===== src/rtl/sa_pkg.sv =====
// Shared definitions for the systolic-array edge logic: default widths,
// lane slicing helper and the activation feeder state encoding.
package sa_pkg;

  localparam int DATA_W_DEF = 8;

  typedef enum logic [1:0] {
    FS_IDLE   = 2'd0,
    FS_STREAM = 2'd1,
    FS_FLUSH  = 2'd2
  } feed_state_t;

  // LSB position of lane `lane` inside a packed vector of `width`-bit lanes.
  function automatic int lane_lsb(input int lane, input int width);
    return lane * width;
  endfunction

endpackage


===== src/rtl/lane_delay.sv =====
// DEPTH-stage {valid, data} shift register; shifts every cycle, no stall.
module lane_delay #(
  parameter int DEPTH  = 1,
  parameter int DATA_W = 8
) (
  input  logic              clk,
  input  logic              rst,
  input  logic              d_valid,
  input  logic [DATA_W-1:0] d_data,
  output logic              q_valid,
  output logic [DATA_W-1:0] q_data
);

  logic [DEPTH-1:0]  valid_sr;
  logic [DATA_W-1:0] data_sr [DEPTH];

  always_ff @(posedge clk) begin
    if (rst) begin
      valid_sr <= '0;
      for (int i = 0; i < DEPTH; i++) data_sr[i] <= '0;
    end else begin
      valid_sr[0] <= d_valid;
      data_sr[0]  <= d_data;
      for (int i = 1; i < DEPTH; i++) begin
        valid_sr[i] <= valid_sr[i-1];
        data_sr[i]  <= data_sr[i-1];
      end
    end
  end

  assign q_valid = valid_sr[DEPTH-1];
  assign q_data  = data_sr[DEPTH-1];

endmodule


===== src/rtl/act_skew_feeder.sv =====
// Row-edge activation feeder: diagonally skews accepted vectors onto the
// array rows and flushes the skew with zeros after the last vector of a tile.
//
// state     | meaning
// FS_IDLE   | no tile open; ready for a first vector
// FS_STREAM | tile open; accepting vectors, bubbles inject zeros
// FS_FLUSH  | last vector taken; draining skew for ROWS-1 cycles
module act_skew_feeder
  import sa_pkg::*;
#(
  parameter int ROWS   = 4,
  parameter int DATA_W = DATA_W_DEF
) (
  input  logic                   clk,
  input  logic                   rst,
  input  logic [ROWS*DATA_W-1:0] s_data,
  input  logic                   s_valid,
  input  logic                   s_last,
  output logic                   s_ready,
  output logic [ROWS*DATA_W-1:0] out_a,
  output logic [ROWS-1:0]        out_valid,
  output logic                   busy,
  output logic                   tile_done
);

  localparam int CNT_W = (ROWS > 1) ? $clog2(ROWS) : 1;
  localparam logic [CNT_W-1:0] FLUSH_LOAD = CNT_W'((ROWS > 1) ? ROWS - 2 : 0);

  feed_state_t      state, state_next;
  logic [CNT_W-1:0] flush_cnt, flush_cnt_next;
  logic             done_next;
  logic             accept;

  assign s_ready = (state != FS_FLUSH);
  assign busy    = (state != FS_IDLE);
  assign accept  = s_valid & s_ready;

  always_ff @(posedge clk) begin
    if (rst) begin
      state     <= FS_IDLE;
      flush_cnt <= '0;
      tile_done <= 1'b0;
    end else begin
      state     <= state_next;
      flush_cnt <= flush_cnt_next;
      tile_done <= done_next;
    end
  end

  // Single-row arrays have no skew to drain, so the last vector closes the tile at once.
  always_comb begin
    state_next     = state;
    flush_cnt_next = flush_cnt;
    done_next      = 1'b0;
    unique case (state)
      FS_IDLE, FS_STREAM: begin
        if (accept) begin
          if (s_last) begin
            if (ROWS == 1) begin
              state_next = FS_IDLE;
              done_next  = 1'b1;
            end else begin
              state_next     = FS_FLUSH;
              flush_cnt_next = FLUSH_LOAD;
            end
          end else begin
            state_next = FS_STREAM;
          end
        end
      end
      FS_FLUSH: begin
        if (flush_cnt == '0) begin
          state_next = FS_IDLE;
          done_next  = 1'b1;
        end else begin
          flush_cnt_next = flush_cnt - 1'b1;
        end
      end
      default: state_next = FS_IDLE;
    endcase
  end

  for (genvar r = 0; r < ROWS; r++) begin : g_lane
    lane_delay #(
      .DEPTH  (r + 1),
      .DATA_W (DATA_W)
    ) u_lane (
      .clk     (clk),
      .rst     (rst),
      .d_valid (accept),
      .d_data  (accept ? s_data[lane_lsb(r, DATA_W) +: DATA_W] : '0),
      .q_valid (out_valid[r]),
      .q_data  (out_a[lane_lsb(r, DATA_W) +: DATA_W])
    );
  end

endmodule

===== config.mk =====
export PLATFORM = sky130hd
export DESIGN_NAME = act_skew_feeder
export DESIGN_NICKNAME = d
export VERILOG_FILES = /design/src/rtl/sa_pkg.sv /design/src/rtl/lane_delay.sv /design/src/rtl/act_skew_feeder.sv
export SDC_FILE = /design/constraint.sdc
export NUM_CORES = 1
export LEC_CHECK = 0
export CAP_MARGIN = 20
export CORE_UTILIZATION = 47
export DETAILED_ROUTE_END_ITERATION = 6
export PLACE_DENSITY = 0.78
export REMOVE_ABC_BUFFERS = 1
export SYNTH_ARGS = -nofsm -noshare
export SYNTH_HDL_FRONTEND = slang
export SYNTH_SLANG_ARGS = --single-unit

===== constraint.sdc =====
create_clock -name clk -period 1.25 [get_ports clk]
set_input_delay 0.125 -clock clk [delete_from_list [all_inputs] [get_ports clk]]
set_output_delay 0.125 -clock clk [all_outputs]
set_load 0.03 [all_outputs]

# After elaboration in Yosys (flattened, before gate mapping)
# Memories as Yosys holds them, arrays and structs flattened.
# Cells that the tools add are included.
# word_totals
regBits,15
mem_bits_rw,80
input_bits,36
output_inout_bits,39
elab_cells,66
mem_count,4
# classes
add_sub_neg,1
n_eq_ne,7
mux,27
n_bitwise,11
n_reduce_logical,9
# mem_list
memory,depth,width,rd,rd_clocked_by_memory_dff,write_ports,line_no,source
g_lane[3].u_lane.data_sr,4,8,4,0,4,lane_delay.sv:15,logic [DATA_W-1:0] data_sr [DEPTH];
g_lane[2].u_lane.data_sr,3,8,3,0,3,lane_delay.sv:15,
g_lane[1].u_lane.data_sr,2,8,2,0,2,lane_delay.sv:15,
g_lane[0].u_lane.data_sr,1,8,1,0,1,lane_delay.sv:15,
# op_table
cell,count
$mux W8,14
$mux W2,6
$ne A2 B2 Y1 const B,5
$or A1 B1 Y1,9
$pmux W2 S2,2
$reduce_or A8 Y1,1
$mux W1,5
$logic_not A2 Y1,2
$reduce_and A4 Y1,1
$reduce_bool A2 Y1,2
$reduce_or A2 Y1,2
$eq A2 B1 Y1 const B,1
$eq A2 B2 Y1 const B,1
$reduce_and A2 Y1,1
$sub A2 B1 Y2 const B,1
$and A1 B1 Y1,1
$not A1 Y1,1

# Longest topological paths before layout
# Gate-level depths: netlist of run 1.
# depth
word_depth,4
ltp_mapped,5
mapped_depth_nobuf,5

# Modules after synthesis
# Synthesis of run 1 repeated with hierarchy kept, for this count alone.
# unflattened
cells_unflattened,263
hier_area_um2,3037.9
# by_module_without_submodules
module,n_inst,cells_each,area_each_um2,seq_area_each_um2
lane_delay (g_lane[3].u_lane),1,75,994.7,720.7
lane_delay (g_lane[2].u_lane),1,64,809.5,540.5
lane_delay (g_lane[1].u_lane),1,45,549.3,360.3
act_skew_feeder,1,61,447.9,100.1
lane_delay (g_lane[0].u_lane),1,18,236.5,180.2

# Least setup slack after synthesis of run 1
# Ideal clock, no wire load.
# synth_timing
path_type,reg-to-reg
from,reg state[0]
to,mem g_lane[0].u_lane.data_sr[0][2]
setup_ns,0.113
arrival_ns,1.115
required_ns,1.137
slack_ns,0.022
stages_incl_launch_ff,5
n_path_buf,1
period_less_slack_ns,1.228
cell_sequence,dfxtp_1 > nand2b_2 > and3b_4 > buf_6 > and2_4
# synth_between
elab_chain_len,4
# synth_lines
item,line_no,source
"start, declared",act_skew_feeder.sv:29,"feed_state_t state, state_next;"
"start signal, assigned",act_skew_feeder.sv:44,state <= state_next;
$ne A2 B2 Y1,act_skew_feeder.sv:34,assign s_ready = (state != FS_FLUSH);
via s_ready,act_skew_feeder.sv:19,"output logic s_ready,"
$and A1 B1 Y1,act_skew_feeder.sv:36,assign accept = s_valid & s_ready;
$mux W8,act_skew_feeder.sv:91,".d_data (accept ? s_data[lane_lsb(r, DATA_W) +: DATA_W] : '0),"
$mux W8 (no line),n/a,
"end, declared",lane_delay.sv:15,
# The timed path passes the listed nets, and every way through them passes these cells.

# Final worst setup path of run 1
# layout_timing
from,reg state[1]
to,out s_ready
# layout_between
elab_chain_len,1
# layout_lines
item,line_no
$ne A2 B2 Y1,act_skew_feeder.sv:34
"end, declared",act_skew_feeder.sv:19
# No other way between the ends.

==> results.cfg, run 1 <==
[drt]
drt-initial-drc-count = 27
ant_nets = 0
drc = 0
via_count = 1533
vias_per_cell = 4.26
drt-pass1-iter-count = 4
wirelength_mm = 3.60
post_drt_wl_per_cell_um = 10.0

[power]
p_leak_nw = 1.59
p_sw_frac = 0.215
p_per_area_nw_per_um2 = 1390
ir_worst_vdd_v = 0.000696
clkPwrFrac = 0.314
p_total_mw = 4.92
intPower_mw = 3.86
seqPwrFrac = 0.598
pwr-share-comb = 0.088
switchingPower_mw = 1.06

[run_status]
status = complete, no violations

[die]
dieHeight_um = 78.8
initial_core_util = 0.494
ios = 75
core_region_area_um2 = 5610
die_w_um = 78.8
dieArea_um2 = 6200
rows = 27

[timing]
setup_violations = 0
fmax_mhz = 821
worst_slack_ns = 0.0319
relSlewSlack = 0.768
finalCritPeriodShare = 0.975
hold_viol_final = 0
final_max_slew_viol_count = 0
tightest_slew_ns = 0.349
layout_min_cycle_time_ns = 1.22
rsz0062_at_grt = true
tns_ns = 0
fin_hold_ws_ns = 0.284
skew_ns = 0.00877

[cells_and_area]
area_delta_synth_final_pct = 27.9
stdcell_area_um2 = 3540
drive_gt1_frac = 0.205
n_antenna_cell = 0
nets = 322
post_layout_nonfiller_instances = 360
final_util = 0.632

[synthesis]
yosysWarnings = 0
seq_area_frac_synth = 0.643
yosys.area.top_type = dfxtp_1
postSynthCellCount = 228
syn_avg_cell_area_um2 = 12.1
synthFlopType = dfxtp_1
synthTopCellsByCount = dfxtp_1, nor2b_1, buf_4, and2_4
synthArstFlopShare = 0
ys_top_cells_by_area = dfxtp_1, nor2b_1, and2_4
synth_cell_types = 23
syn-cell-area_um2 = 2770
synth.top_cell.area_share = 0.643
ys_ff_latch = 89
yosys.cell_count.top_type = dfxtp_1
synth_edf_count = 0

[clock_network]
cts.sinks = 89
clk_pin_slew_ns = 0.08
cts_tree = built
cts_hold_buf = 0
clkLatencyLatePin_ns = 0.33
cts_max_level = 3
cts-root-buf = clkbuf_8
clock_tree.buffer_depth = 2
cts_buffers = 9

[global_routing]
grt_first_pass_wirelength_mm = 5.84
antenna_found_initial = 0
grt_pass1_vias = 1359
grt.overflow.total = 0
grt_use_total = 0.128
grt_max_degree = 31

[worst_setup_path]
rr_startpoint = flush_cnt[0]$_SDFFE_PP0P_
cp-end-kind = output pin
path_delay_family = buffers and inverters
crit_chain = buf_6 > nand2b_4 > buf_4 > buf_6
start_kind = flip-flop
cp.required_ns = 1.12
critPathMostFrequentCell = buf_6
slowest_stage = dfxtp_2
cp.arrival_ns = 1.09
crit_type = reg2out
path_max_fanout = 3
cp-startpoint = state[1]$_SDFFE_PP0P_
cp.buffers_inverters = 3
max_stage_delay_ns = 0.34

[placed_design]
io_buffers = 74
hpwl_mm = 2.54
place.gp.congestion = 0.627
place_inst = 345
placed_cell_area_um2 = 3410
place_ws_ns = -0.0612

[min_path]
holdCritPathClass = in2reg
hp-start = rst

[flow_run]
cap_violations = 0
## placed cells by master, fill, tap and decap left out
master / instances
a2111oi_0: 1
a211o_1: 1
a211oi_1: 1
a21oi_1: 1
a31oi_1: 1
and2_1: 5
and2_4: 27
and3b_2: 1
and3b_4: 1
buf_12: 2
buf_2: 1
buf_4: 6
buf_6: 3
clkbuf_1: 1
clkbuf_8: 9
clkdlybuf4s50_1: 34
clkinv_2: 3
clkinvlp_4: 1
dfxtp_1: 87
dfxtp_2: 2
dlygate4sd2_1: 37
ha_1: 1
inv_1: 2
nand2b_4: 1
nand3_1: 1
nor2_1: 2
nor2_2: 1
nor2b_1: 51
nor3b_1: 2
o211ai_1: 1
or2_4: 1
## metal layers
metal,track usage,vias up,routed length (um)
met5,0,-,0
met1,0.122,686,1380
li1,-,780,-
met3,0.0494,9,236
met2,0.228,58,1920
met4,0.0852,0,73
## worst min-delay path, stage by stage
cell	delay (ns)
buf_2	0.12
buf_4	0.21
nor2_1	0.12
## power by group through the flow
stage,Combinational (mW),Clock (mW),Sequential [mW]
3_3_place_gp,0.441,0,3.01
4_1_cts,0.427,1.62,2.94
6_report,0.435,1.55,2.94
2_1_floorplan,0.129,0,3.07
5_1_grt,0.468,1.73,2.95
3_5_place_dp,0.448,0,3.01
## cells by family after synthesis
group	share of synthesized area
compound gates	0.0158
fa+ha+maj	0.00452
flops	0.643
buf+inv	0.0994
simple gates	0.237
## final cells by class
type                            count  area, um^2
Clock buffer                       10         128
Clock inverter                      4        22.5
Fill cell                         472        2070
Inverter                            2        7.51
Multi-Input combinational cell    100         722
Sequential cell                    89        1780
Tap cell                           72        90.1
Timing Repair Buffer               83         788
## timing repair
action / in CTS / in global routing
setup endpoints to repair: 39 / 3
setup buffers: 0 / 1
gates resized for setup: 40 / 12
pin swaps: 0 / 1
## sequential cells by signal, summed over array words and instances, names as in the netlist
signal	count
flush_cnt	2
g_lane.u_lane.valid_sr	4
state	2
tile_done	1
g_lane.u_lane.data_sr	80
## path summary, 6_finish.rpt
path                                                              endpoint  slack (ns)  cells after the start
worst max register to register                   flush_cnt[1]$_SDFFE_PP0P_        0.07                      5
worst min-delay path                                 state[1]$_SDFFE_PP0P_        0.28                      3
worst min register to register  g_lane[3].u_lane.data_sr[0][29]$_SDFF_PP0_        0.44                      1
worst max-delay path                                               s_ready        0.03                      4
No activity file was read; power rests on OpenSTA's default activity.
==> run 2: changes to the inputs <==
--- a/config.mk
+++ b/config.mk
@@ -10,6 +10,7 @@
 export DETAILED_ROUTE_END_ITERATION = 6
 export PLACE_DENSITY = 0.78
 export REMOVE_ABC_BUFFERS = 1
+export SLEW_MARGIN = 25
 export SYNTH_ARGS = -nofsm -noshare
 export SYNTH_HDL_FRONTEND = slang
 export SYNTH_SLANG_ARGS = --single-unit
==> results of run 2 <==
Same layout as run 1: the final DEF is identical, and so are final timing and power.
==> run 3: changes to the inputs <==
--- a/config.mk
+++ b/config.mk
@@ -6,6 +6,7 @@
 export NUM_CORES = 1
 export LEC_CHECK = 0
 export CAP_MARGIN = 20
+export CORE_MARGIN = 2
 export CORE_UTILIZATION = 47
 export DETAILED_ROUTE_END_ITERATION = 6
 export PLACE_DENSITY = 0.78
==> results.cfg, run 3 (synthesis results as in run 1) <==
[global_routing]
grt_use_total = 0.125
antenna_found_initial = 0
grt_pass1_vias = 1437
grt_first_pass_wirelength_mm = 6.03
grt.overflow.total = 0
grt_max_degree = 32

[timing]
rsz0062_at_grt = true
skew_ns = 0.00793
layout_min_cycle_time_ns = 1.24
relSlewSlack = 0.796
tightest_slew_ns = 0.298
finalCritPeriodShare = 0.989
hold_viol_final = 0
final_max_slew_viol_count = 0
fmax_mhz = 809
setup_violations = 0

[die]
ios = 75
die_w_um = 80.8
dieHeight_um = 80.8
initial_core_util = 0.494
dieArea_um2 = 6520
rows = 27
core_region_area_um2 = 5610

[cells_and_area]
area_delta_synth_final_pct = 30.0
post_layout_nonfiller_instances = 362
largest_register_ffs = 80
final_util = 0.642
fill_cells = 483
mostFrequentLayoutCell = dfxtp_1
drive_gt1_frac = 0.214
n_antenna_cell = 0
final_cell_mix = dfxtp_1, nor2b_1, dlygate4sd2_1
nets = 322
largest-register = g_lane.u_lane.data_sr
top_regs = g_lane.u_lane.data_sr (80), g_lane.u_lane.valid_sr (4)

[drt]
wirelength_mm = 3.65
vias_per_cell = 4.19
drc = 0
drt-pass1-iter-count = 3
drt-initial-drc-count = 42
ant_nets = 0
via_count = 1518
post_drt_wl_per_cell_um = 10.1

[power]
ir_worst_vdd_v = 0.000883
p_per_area_nw_per_um2 = 1490
p_leak_nw = 1.61

[clock_network]
cts_tree = built
clk_pin_slew_ns = 0.08
clkLatencyLatePin_ns = 0.34
cts.sinks = 89
cts_buffers = 9
clock_tree.buffer_depth = 2
cts-root-buf = clkbuf_8
cts_hold_buf = 0
cts_max_level = 3

[worst_setup_path]
crit_chain = or2_2 > buf_2
max_stage_delay_ns = 0.33
cp-end-kind = output pin
crit_type = reg2out
cp.required_ns = 1.12
cp.arrival_ns = 1.11
start_kind = flip-flop
slowest_stage = dfxtp_2
path_max_fanout = 2
reg2reg_depth = 5

[flow_run]
cap_violations = 0

[run_status]
status = complete, no violations

[min_path]
min_path_cells = 3
holdCritPathClass = in2reg

[placed_design]
place.gp.congestion = 0.658
place_inst = 345
hpwl_mm = 2.52
io_buffers = 74
run 3: critical path, delay by kind of cell, from the launching register on:
family	cells	cell delay [ns]
buffers and inverters	1	0.18
DFF	1	0.33
and+or+nand+nor	1	0.28
run 3: per-layer routing:
metal  vias up  GRT usage  routed length (um)
li1        785          -                   -
met5         -          0                   0
met2        54      0.211                1830
met1       669      0.124                1390
met4         0     0.0763                  91
met3        10     0.0622                 341
run 3: stage by stage:
step           instance area, um^2  total power, mW  hold WS (ns)  setup slack [ns]  setup TNS [ns]
6_report                      3600             5.35         0.277            0.0138               0
5_1_grt                       3600             5.58         0.291           -0.0373         -0.0668
4_1_cts                       3580             5.42         0.261            -0.101          -0.174
3_5_place_dp                  3410             3.46         0.422           -0.0401         -0.0825
3_3_place_gp                  3410             3.45         0.417           -0.0297         -0.0337
2_1_floorplan                 2500             3.20         0.194            0.0219               0
run 3: area by class of cell:
| cell class | count | area, um^2 | area share |
|---|---|---|---|
| clock inverters | 5 | 63.8 | 0.0177 |
| inverters | 2 | 7.51 | 0.00208 |
| well taps | 72 | 90.1 | 0.0250 |
| clock buffers | 11 | 151 | 0.0420 |
| flip-flops and latches | 89 | 1780 | 0.495 |
| repair buffers | 83 | 785 | 0.218 |
| multi-input cells | 100 | 719 | 0.200 |
run 3: repair_timing:
item	CTS	global route
setup endpoints to repair	39	5
resized for setup	40	10
pin swaps	0	0
setup buffers	0	2
hold endpoints to repair	0	0
run 3: worst paths after layout:
kind,from,end,slack [ns]
max,state[1]$_SDFFE_PP0P_,busy,0.01
min,rst,g_lane[3].u_lane.data_sr[0][16]$_SDFF_PP0_,0.28
max reg2reg,flush_cnt[0]$_SDFFE_PP0P_,flush_cnt[1]$_SDFFE_PP0P_,0.11
min reg2reg,g_lane[2].u_lane.data_sr[0][8]$_SDFF_PP0_,g_lane[2].u_lane.data_sr[0][16]$_SDFF_PP0_,0.44
run 3: report_power, final:
group	total [mW]	leakage (nW)	switching, mW	internal, mW
Clock	1.99	0.106	0.944	1.04
Sequential	2.94	0.726	0.0182	2.92
Combinational	0.427	0.781	0.182	0.245
